<file path="src/rtl/instruction_assembler_pkg.sv">
// Shared definitions for the instruction assembler: FSM states, beat-index
// mode selectors and the beat-select width helper.
package instruction_assembler_pkg;

    typedef enum logic {
        COLLECT = 1'b0,
        FULL    = 1'b1
    } state_t;

    localparam int MODE_ADDR = 0;
    localparam int MODE_SEQ  = 1;

    // Width of a beat index: clog2(beats), but never narrower than one bit.
    function automatic int sel_width(input int beats);
        return (beats > 2) ? $clog2(beats) : 1;
    endfunction

endpackage

</file>
<file path="src/rtl/beat_tracker.sv">
// Tracks which beat slot the next accepted Write lands in and whether that
// Write completes the instruction. In sequenced mode a wrapping counter picks
// the slot; in addressed mode Sel picks it and a fill mask records progress.
module beat_tracker
    import instruction_assembler_pkg::*;
#(
    parameter int BEATS    = 2,
    parameter int SEQ_MODE = MODE_SEQ,
    localparam int SEL_W   = sel_width(BEATS)
) (
    input  logic             clk,
    input  logic             reset,
    input  logic             take,
    input  logic             restart,
    input  logic [SEL_W-1:0] sel,
    output logic [SEL_W-1:0] slot,
    output logic             complete,
    output logic [SEL_W-1:0] beat_idx
);

    if (SEQ_MODE == MODE_SEQ) begin : g_seq
        logic [SEL_W-1:0] cnt;
        logic             unused_sel;

        assign unused_sel = ^sel;
        assign beat_idx   = cnt;

        // A restarting take always lands in beat 0; the last beat completes.
        always_comb begin
            slot     = restart ? '0 : cnt;
            complete = take && (slot == SEL_W'(BEATS - 1));
        end

        // Advance on each stored beat, wrapping after the last one.
        always_ff @(posedge clk) begin
            if (reset) begin
                cnt <= '0;
            end else if (take) begin
                cnt <= complete ? '0 : slot + SEL_W'(1);
            end else if (restart) begin
                cnt <= '0;
            end
        end
    end else begin : g_addr
        logic [BEATS-1:0] mask;
        logic [BEATS-1:0] mask_next;
        int               filled;

        // Merge the addressed beat into the (possibly cleared) fill mask.
        always_comb begin
            mask_next = restart ? '0 : mask;
            if (take) begin
                for (int unsigned i = 0; i < BEATS; i++) begin
                    if (sel == SEL_W'(i)) begin
                        mask_next[i] = 1'b1;
                    end
                end
            end
            slot     = sel;
            complete = take && (&mask_next);
        end

        // Fill mask register.
        always_ff @(posedge clk) begin
            if (reset) begin
                mask <= '0;
            end else begin
                mask <= mask_next;
            end
        end

        // Report the number of filled beats, saturating at BEATS-1.
        always_comb begin
            filled = 0;
            for (int unsigned i = 0; i < BEATS; i++) begin
                filled = filled + int'(mask[i]);
            end
            beat_idx = (filled >= BEATS - 1) ? SEL_W'(BEATS - 1) : SEL_W'(filled);
        end
    end

endmodule

</file>
<file path="src/rtl/instruction_assembler.sv">
// Assembles BEATS bus-width beats into one instruction register and holds it
// as Valid until Consume. BEATS is expected to lie in 2..8.
module instruction_assembler
    import instruction_assembler_pkg::*;
#(
    parameter int BUS_W    = 8,
    parameter int BEATS    = 2,
    parameter int SEQ_MODE = MODE_SEQ,
    localparam int SEL_W   = sel_width(BEATS),
    localparam int IR_W    = BUS_W * BEATS
) (
    input  logic             Clock,
    input  logic             Reset,
    input  logic [BUS_W-1:0] I,
    input  logic             Write,
    input  logic [SEL_W-1:0] Sel,
    input  logic             Consume,
    output logic [IR_W-1:0]  IROut,
    output logic             Valid,
    output logic [SEL_W-1:0] BeatIdx,
    output logic             Drop
);

    state_t           state;
    state_t           state_next;
    logic             consume_now;
    logic             sel_ok;
    logic             accept;
    logic             complete;
    logic [SEL_W-1:0] slot;
    logic [IR_W-1:0]  ir;
    logic             drop_q;

    // Consuming in FULL frees the register in the same edge, so a Write
    // arriving alongside Consume is taken as the first beat of the next one.
    assign consume_now = (state == FULL) && Consume;
    assign sel_ok      = (SEQ_MODE == MODE_SEQ) || (int'(Sel) < BEATS);
    assign accept      = Write && sel_ok && ((state == COLLECT) || Consume);

    beat_tracker #(
        .BEATS    (BEATS),
        .SEQ_MODE (SEQ_MODE)
    ) u_tracker (
        .clk      (Clock),
        .reset    (Reset),
        .take     (accept),
        .restart  (consume_now),
        .sel      (Sel),
        .slot     (slot),
        .complete (complete),
        .beat_idx (BeatIdx)
    );

    // State register.
    always_ff @(posedge Clock) begin
        if (Reset) begin
            state <= COLLECT;
        end else begin
            state <= state_next;
        end
    end

    // Next-state logic: fill up in COLLECT, hold in FULL until consumed.
    always_comb begin
        state_next = state;
        unique case (state)
            COLLECT: begin
                if (accept && complete) begin
                    state_next = FULL;
                end
            end
            FULL: begin
                if (Consume) begin
                    state_next = (accept && complete) ? FULL : COLLECT;
                end
            end
        endcase
    end

    // FSM outputs.
    always_comb begin
        Valid = (state == FULL);
    end

    // Instruction data path: store the accepted beat into its slot.
    always_ff @(posedge Clock) begin
        if (Reset) begin
            ir <= '0;
        end else if (accept) begin
            ir[slot*BUS_W +: BUS_W] <= I;
        end
    end

    // Flag any Write that was not accepted, for exactly the following cycle.
    always_ff @(posedge Clock) begin
        if (Reset) begin
            drop_q <= 1'b0;
        end else begin
            drop_q <= Write && !accept;
        end
    end

    assign IROut = ir;
    assign Drop  = drop_q;

endmodule

</file>
<file path="config.mk">
export PLATFORM = sky130hd
export DESIGN_NAME = instruction_assembler
export DESIGN_NICKNAME = d
export VERILOG_FILES = /design/src/rtl/instruction_assembler_pkg.sv /design/src/rtl/beat_tracker.sv /design/src/rtl/instruction_assembler.sv
export SDC_FILE = /design/constraint.sdc
export NUM_CORES = 1
export LEC_CHECK = 0
export ABC_AREA = 1
export CELL_PAD_IN_SITES_DETAIL_PLACEMENT = 1
export CELL_PAD_IN_SITES_GLOBAL_PLACEMENT = 1
export CORE_UTILIZATION = 26
export DETAILED_ROUTE_END_ITERATION = 10
export PLACE_DENSITY = 0.74
export SYNTH_ARGS = -nofsm -noshare
export SYNTH_HDL_FRONTEND = slang
export SYNTH_SLANG_ARGS = --single-unit
</file>
<file path="constraint.sdc">
create_clock -name Clock -period 1.5 [get_ports Clock]
set_clock_uncertainty 0.15 [all_clocks]
set_input_delay 0.375 -clock Clock [delete_from_list [all_inputs] [get_ports Clock]]
set_output_delay 0.375 -clock Clock [all_outputs]
set_load 0.01 [all_outputs]
</file>
# Word level (Yosys, flattened, before mapping)
# Index checks and enable logic that the tools add are counted.
# word_totals
out_inout_bits	19
register_bits	19
word_cells	23
in_bits	13
# classes
add_sub_neg	2
n_mux	7
reduce_logical	7
n_bitwise	1
shifts	2
# ops
op	count
$neg A4 Y34	1
$shift A8 B34 Y16 const A	1
$shiftx A8 B34 Y16	1
$bwmux W16	1
$logic_and A1 B1 Y1	5
$mux W1	5
$pmux W1 S2	1
$add A1 B1 Y1 const B	1
$logic_not A1 Y1	1
$logic_or A1 B1 Y1	1
$not A1 Y1	1

# Depth between registers and ports, before layout
# Gate-level depths: netlist (run 1).
# logic_depth
word_depth	8
ltp_mapped	7
ltp_nobuf	6

# Cells and area by module
# A second synthesis (run 1) with hierarchy kept.
# unflattened
hier_cells	147
hier_area_um2	978.4
# modules_own_cells
module	area_per_inst_um2	cells_each	instances	seq_area_each_um2
instruction_assembler	925.9	141	1	360.3
beat_tracker	52.6	6	1	20.0

# Worst setup path before layout (run 1)
# Ideal clock, no wire load.
# synth_path
path_kind	register to register
from	reg state (netlist: Valid)
to	reg ir[15] (netlist: IROut[15])
required_ps	1234
path_stages_with_launch	8
t_arrival_ps	1235
path_slack_ps	-1
n_path_buf	1
period_less_slack_ps	1501
setup_ps	116
path_cell_list	dfxtp_1 nand2_4 nand2_8 inv_1 ha_1 buf_6 o21ai_1 a21oi_1
# synth_between
elab_chain_len	5
word_cells_on_any_way	9
classes_between	add/sub (1); shift (2); mux (2); bitwise (1); reduce/logical (3)
# synth_rtl
item	line_no	source
start, declared	instruction_assembler.sv:24	state_t state;
start signal, assigned	instruction_assembler.sv:59	state <= state_next;
$logic_and A1 B1 Y1	instruction_assembler.sv:36	assign consume_now = (state == FULL) && Consume;
$mux W1	n/a	
$neg A4 Y34	instruction_assembler.sv:90	ir[slot*BUS_W +: BUS_W] <= I;
$shiftx A8 B34 Y16 or $shift A8 B34 Y16 (tied branches)	instruction_assembler.sv:90	
$bwmux W16	instruction_assembler.sv:90	
end signal, assigned	instruction_assembler.sv:88	ir <= '0;
end signal, assigned by index	instruction_assembler.sv:90	
end, declared	instruction_assembler.sv:31	logic [IR_W-1:0] ir;
# Parallel ways exist; a longest one is shown, timed or not.
# A chain may end at the register's enable or synchronous reset.

# Worst setup path in the final report (run 1)
# layout_path
from	reg state (netlist: Valid)
to	out Valid
# layout_lines
item	line_no	source
end, declared	instruction_assembler.sv:19	output logic Valid,
# No word-level cell between the ends.

==> run summary, run 1 <==
Post-DP HPWL - 1.493 mm
crit-path cells - clkdlybuf4s15_1
cell taking the most area after synthesis - dfxtp_1
Synth Area in Simple Gates - 15.19%
commonest non-fill, non-tap cell in the layout - dlygate4sd2_1
clk sink count - 19
layout cells sized above 1 - 19.53%
power per standard cell area - 953.6 mW/mm2
XOR/XNOR Fraction of Synth Area - 0%
LEAKAGE - 0.5776 nW
Root Buffer - clkbuf_4
maximum vdd drop - 0.6623 mV
CP top delay family - flip-flops
layout net count - 144
global-route wire length before repair - 3.305 mm
H-tree depth - 1
Mapped Cells - 85
Max-cap violations - 0
CTS tree - built
register area share after synthesis - 50.75%
Synth Area in Compound Gates - 23.21%
initial cell density of the core - 27.41%
DR WL/cell - 12.60 um
Yosys reg bits - 19
Slew Limit Headroom - 84.39%
core area - 0.002734 mm2
worst path required time - 0.97 ns
critical path class - register to primary output
YS warnings - 0
CTS Buffer Depth - 2
Pre-Repair DR Iteration Count - 2
Cell variety after synth - 16
DR iter-0 viols - 8
crit path capture type - primary output
mux cell area share after synthesis - 0%
Max Freq - 686.6 MHz
clk slew on worst S/H paths - 0.11 ns
Mapped Nets - 100
Rows - 19
final instance area - 0.001209 mm2
Final TNS setup - 0 ns
Ports - 32
max-slew violations - 0
RSZ-0062 raised after global routing - false
vias in the first global route - 738
Clock Latency Late Sink - 0.30 ns
number of port buffers - 30
Mapped Avg Cell Area - 8.817 um2
Synth area leaders - dfxtp_1 51%, a21oi_1 11%, o21ai_0 8.7%
startpoint types - register
total grt overflow - 0
largest family of logic cells by synthesized area - compound AO/OA/AOI/OAI gates
largest net degree at the start of global routing - 17
commonest cells after routing, fill and taps aside - 19 x dlygate4sd2_1, 18 x dfxtp_1, 16 x a21oi_1, 10 x buf_4
diode count - 0
Post-DP Area - 0.001145 mm2
Critical-path top delay cell - dfxtp_4
via/cell ratio - 4.667
Worst Hold Class - primary input to register
total wire length - 2.003 mm
post-synthesis adder-cell area fraction - 3.339%
worst-path maximum fanout - 4
antenna-violating nets left - 0
CP Buf/Inv Count - 1
Final setup violation count - 0
crit path DAT - 0.93 ns
final core utilization - 44.21%
routed vias - 742
Least-Margin Pin Slew - 0.2337 ns
global router's overall resource usage - 13.03%
DIE HEIGHT - 55.69 um
Area growth, synth to finish - 61.27%
status - completed
minimum clock period after layout - 1.456 ns
Worst path max stage delay - 0.39 ns
Hold Buf Count CTS - 0
DIE AREA - 0.003101 mm2
antenna violations before repair - 0
DRC Markers - 0
total CTS buffers - 3
synthesized area - 749.5 um2
Final Hold Vio Count - 0
share of Yosys cell area claimed by the top area cell type - 50.75%
routability cong. - 0.7073
period utilization - 97.09%
DIE WIDTH - 55.69 um
flip-flops by register name, indices dropped and copies added (netlist names):
register	cells
Drop	1
Valid	1
u_tracker.beat_idx	1
IROut	16
metrics by stage:
step	setup WS [ns]	power [W]	hold WS, ns	cells
6_report	0.04358	0.001153	0.2694	159
5_1_grt	0.002650	0.001212	0.2796	159
4_1_cts	0.002294	0.001138	0.3782	156
3_5_place_dp	-0.5049	0.0009022	0.3597	151
3_3_place_gp	-0.4353	0.0008932	0.3476	151
2_1_floorplan	0.03405	0.0007256	0.2867	85
path summary, 6_finish.rpt:
path	startpoint	endpoint	slack, ns	depth (start not counted)
setup / recovery	Valid$_SDFF_PP0_	Valid	0.04	1
setup reg to reg	u_tracker.beat_idx$_SDFF_PP0_	IROut[9]$_SDFFE_PP0P_	0.11	7
hold reg to reg	IROut[14]$_SDFFE_PP0P_	IROut[14]$_SDFFE_PP0P_	0.37	2
hold / removal	Write	Drop$_SDFF_PP0_	0.27	4
cells in the mapped netlist:
cell type,count
nor3_1,1
inv_2,1
a21oi_2,1
inv_1,4
nand2_4,1
nand3_1,8
a21oi_1,17
o21ai_1,3
o21ai_0,13
nand2_8,1
dfxtp_1,19
ha_1,2
nor2_1,1
buf_6,2
buf_4,2
nand2_1,9
kinds of logic (layout without fill, tap and decap cells):
logic type / Yosys count / count (layout)
fa+ha+maj: 2 / 2
buf+inv: 9 / 52
simple gates: 21 / 21
compound gates: 34 / 34
flops: 19 / 19
timing repair:
item | 4_1_cts | 5_1_grt
pin swaps | 0 | 1
buffers inserted | 1 | 2
gates resized for setup | 29 | 4
setup endpoints to repair | 36 | 18
cloned | 0 | 1
hold endpoints to repair | 0 | 0
metal layers:
layer | vias to the layer above | GRT usage [%] | wire, um
met3 | 2 | 3.023 | 85
met2 | 17 | 21.86 | 964
met5 | - | 0 | 0
met1 | 344 | 16.89 | 935
li1 | 379 | - | -
met4 | 0 | 3.214 | 17
area by class of cell:
class / count / area [um2]
inverters: 5 / 18.77
repair buffers: 43 / 419.2
multi-input cells: 57 / 321.6
clock buffers: 4 / 26.28
flip-flops and latches: 19 / 384.1
well taps: 31 / 38.79
fillers: 325 / 1525
power by group:
group          leakage (nW)  internal, W  switching [W]  total [W]
Sequential            0.157     0.000549      0.0000228   0.000572
Clock                0.0150     0.000104       0.000160   0.000263
Combinational         0.406     0.000169       0.000149   0.000317
Total                 0.578     0.000821       0.000331    0.00115
Note: power is estimated with default switching activity, not from simulation.
==> run 2: changes to the inputs <==
--- a/config.mk
+++ b/config.mk
@@ -14,3 +14,4 @@
 export SYNTH_ARGS = -nofsm -noshare
 export SYNTH_HDL_FRONTEND = slang
 export SYNTH_SLANG_ARGS = --single-unit
+export TNS_END_PERCENT = 20
==> run summary, run 2 (synthesized netlist as in run 1, its figures left out) <==
DIE HEIGHT - 55.69 um (unchanged)
Fin Hold WS - 0.2688 ns (-0.0006380 ns)
vias in the first global route - 727 (-1.5%)
CTS tree - built
CP top delay family - flip-flops
Place WS - -0.5049 ns (unchanged)
number of port buffers - 30 (unchanged)
DR WL/cell - 12.50 um (-0.75%)
RSZ-0062 raised after global routing - false
CTS Buffer Depth - 2 (unchanged)
global-route wire length before repair - 3.284 mm (-0.64%)
core area - 0.002734 mm2 (unchanged)
commonest cells after routing, fill and taps aside - 18 x dfxtp_1, 18 x dlygate4sd2_1, 16 x a21oi_1, 10 x o21ai_0
Max-cap violations - 0 (unchanged)
net switching fraction of the power - 28.76% (about the same)
layout net count - 142 (-1.4%)
status - completed
clk sink count - 19 (unchanged)
Root Buffer - clkbuf_4
minimum clock period after layout - 1.458 ns (+0.001699 ns)
Least-Margin Pin Slew - 0.2280 ns (-0.005771 ns)
largest net degree at the start of global routing - 18 (+1)
Area growth, synth to finish - 59.77%
power per standard cell area - 956.2 mW/mm2 (+0.27%)
Logic pwr share - 27.0% (-0.5 points)
Reg power frac - 49.9% (+0.3 points)
Max Freq - 685.8 MHz (-0.12%)
Critical-path top delay cell - dfxtp_1
DR iter-0 viols - 10 (+2)
Worst path max stage delay - 0.35 ns (-0.04 ns)
Post-DP HPWL - 1.493 mm (unchanged)
worst path required time - 0.97 ns (about the same)
period utilization - 97.21% (+0.11 points)
Final Hold Vio Count - 0 (unchanged)
final core utilization - 43.80% (-0.41 points)
routed vias - 731 (-1.5%)
DIE WIDTH - 55.69 um (unchanged)
maximum vdd drop - 0.6591 mV (-0.48%)
Worst Hold Class - primary input to register
Largest register FFs - 16 (unchanged)
via/cell ratio - 4.656 (-0.23%)
initial cell density of the core - 27.41% (unchanged)
CP Buf/Inv Count - 1 (unchanged)
crit-path cells - dlygate4sd2_1
max-slew violations - 0 (unchanged)
Rows - 19 (unchanged)
total wire length - 1.963 mm (-2.0%)
total CTS buffers - 3 (unchanged)
total grt overflow - 0 (unchanged)
startpoint types - register
crit path capture type - primary output
Final setup violation count - 0 (unchanged)
Ports - 32 (unchanged)
H-tree depth - 1 (unchanged)
Net Switching - 0.0003293 W (-0.58%)
Clock Latency Late Sink - 0.30 ns (about the same)
DRC Markers - 0 (unchanged)
critical path class - register to primary output
Inst Count DP - 151 (unchanged)
worst-path maximum fanout - 2 (-2)
Pint - 0.0008156 W (-0.69%)
clk slew on worst S/H paths - 0.11 ns (about the same)
Finished Layout Cells - 157 (-1.3%)
layout cells sized above 1 - 18.25% (-1.3 points)
crit path DAT - 0.93 ns (about the same)
Pre-Repair DR Iteration Count - 2 (unchanged)
Clock power frac - 23.1% (+0.2 points)
routability cong. - 0.7073 (unchanged)
LEAKAGE - 0.5751 nW (-0.44%)
global router's overall resource usage - 12.94% (-0.092 points)
DIE AREA - 0.003101 mm2 (unchanged)
diode count - 0 (unchanged)
final setup margin - 0.04188 ns (-0.001698 ns)
antenna violations before repair - 0 (unchanged)
antenna-violating nets left - 0 (unchanged)
fill count - 324 (-0.31%)
Slew Limit Headroom - 84.78% (+0.39 points)
[run 2: cell types whose count changed in the layout (fill, tap and decap cells not counted), sizes merged]
cell / delta
dlygate4sd2: -1
buf: -2
dlymetal6s2s: +1
[run 2: power by group through the flow]
stage	logic, W	registers (W)	clock network (W)
final	0.000309	0.000571	0.000264
after CTS	0.000288	0.000571	0.000271
after global placement	0.000309	0.000584	0
after global routing	0.000339	0.000577	0.000287
after floorplan	0.000121	0.000605	0
after detailed placement	0.000317	0.000585	0
[run 2: timing repair]
action	4_1_cts	5_1_grt
gates cloned	0	1
endpoints found under the setup margin	36	19
resized for setup	20	10
hold buffers	0	0
buffers inserted	0	1
pin swaps	0	1
[run 2: cell type report]
cell class / count / area, um2 / share of cell area (%)
repair buffers: 41 / 407.9 / 34.06
clock buffers: 4 / 26.28 / 2.194
multi-input cells: 57 / 321.6 / 26.85
flip-flops and latches: 19 / 384.1 / 32.08
inverters: 5 / 18.77 / 1.567
well taps: 31 / 38.79 / 3.239
[run 2: metal layers]
metal  wire [um]  GRT usage [%]  share of wire (%)  vias up
li1            -              -                  -      373
met1         916          17.06                 47      339
met2         943          21.34                 48       17
met3          85          3.023                4.3        2
met4          17          3.214               0.87        0
met5           0              0                  0        -
[run 2: worst paths after layout]
check / start / to / slack [ns] / cells past startpoint
setup / recovery: IROut[11]$_SDFFE_PP0P_ / IROut[11] / 0.04 / 1
hold / removal: Write / Drop$_SDFF_PP0_ / 0.27 / 4
setup reg to reg: u_tracker.beat_idx$_SDFF_PP0_ / IROut[9]$_SDFFE_PP0P_ / 0.10 / 7
hold reg to reg: IROut[3]$_SDFFE_PP0P_ / IROut[3]$_SDFFE_PP0P_ / 0.38 / 2
[run 2: metrics by stage]
stage                     cell area (um2)  setup TNS, ns  power [W]
final                                1197              0   0.001145
after global routing                 1197              0   0.001203
after CTS                            1150         -2.802   0.001130
after detailed placement             1145         -8.347  0.0009022
after global placement               1145         -7.368  0.0008932
after floorplan                     750.7              0  0.0007256
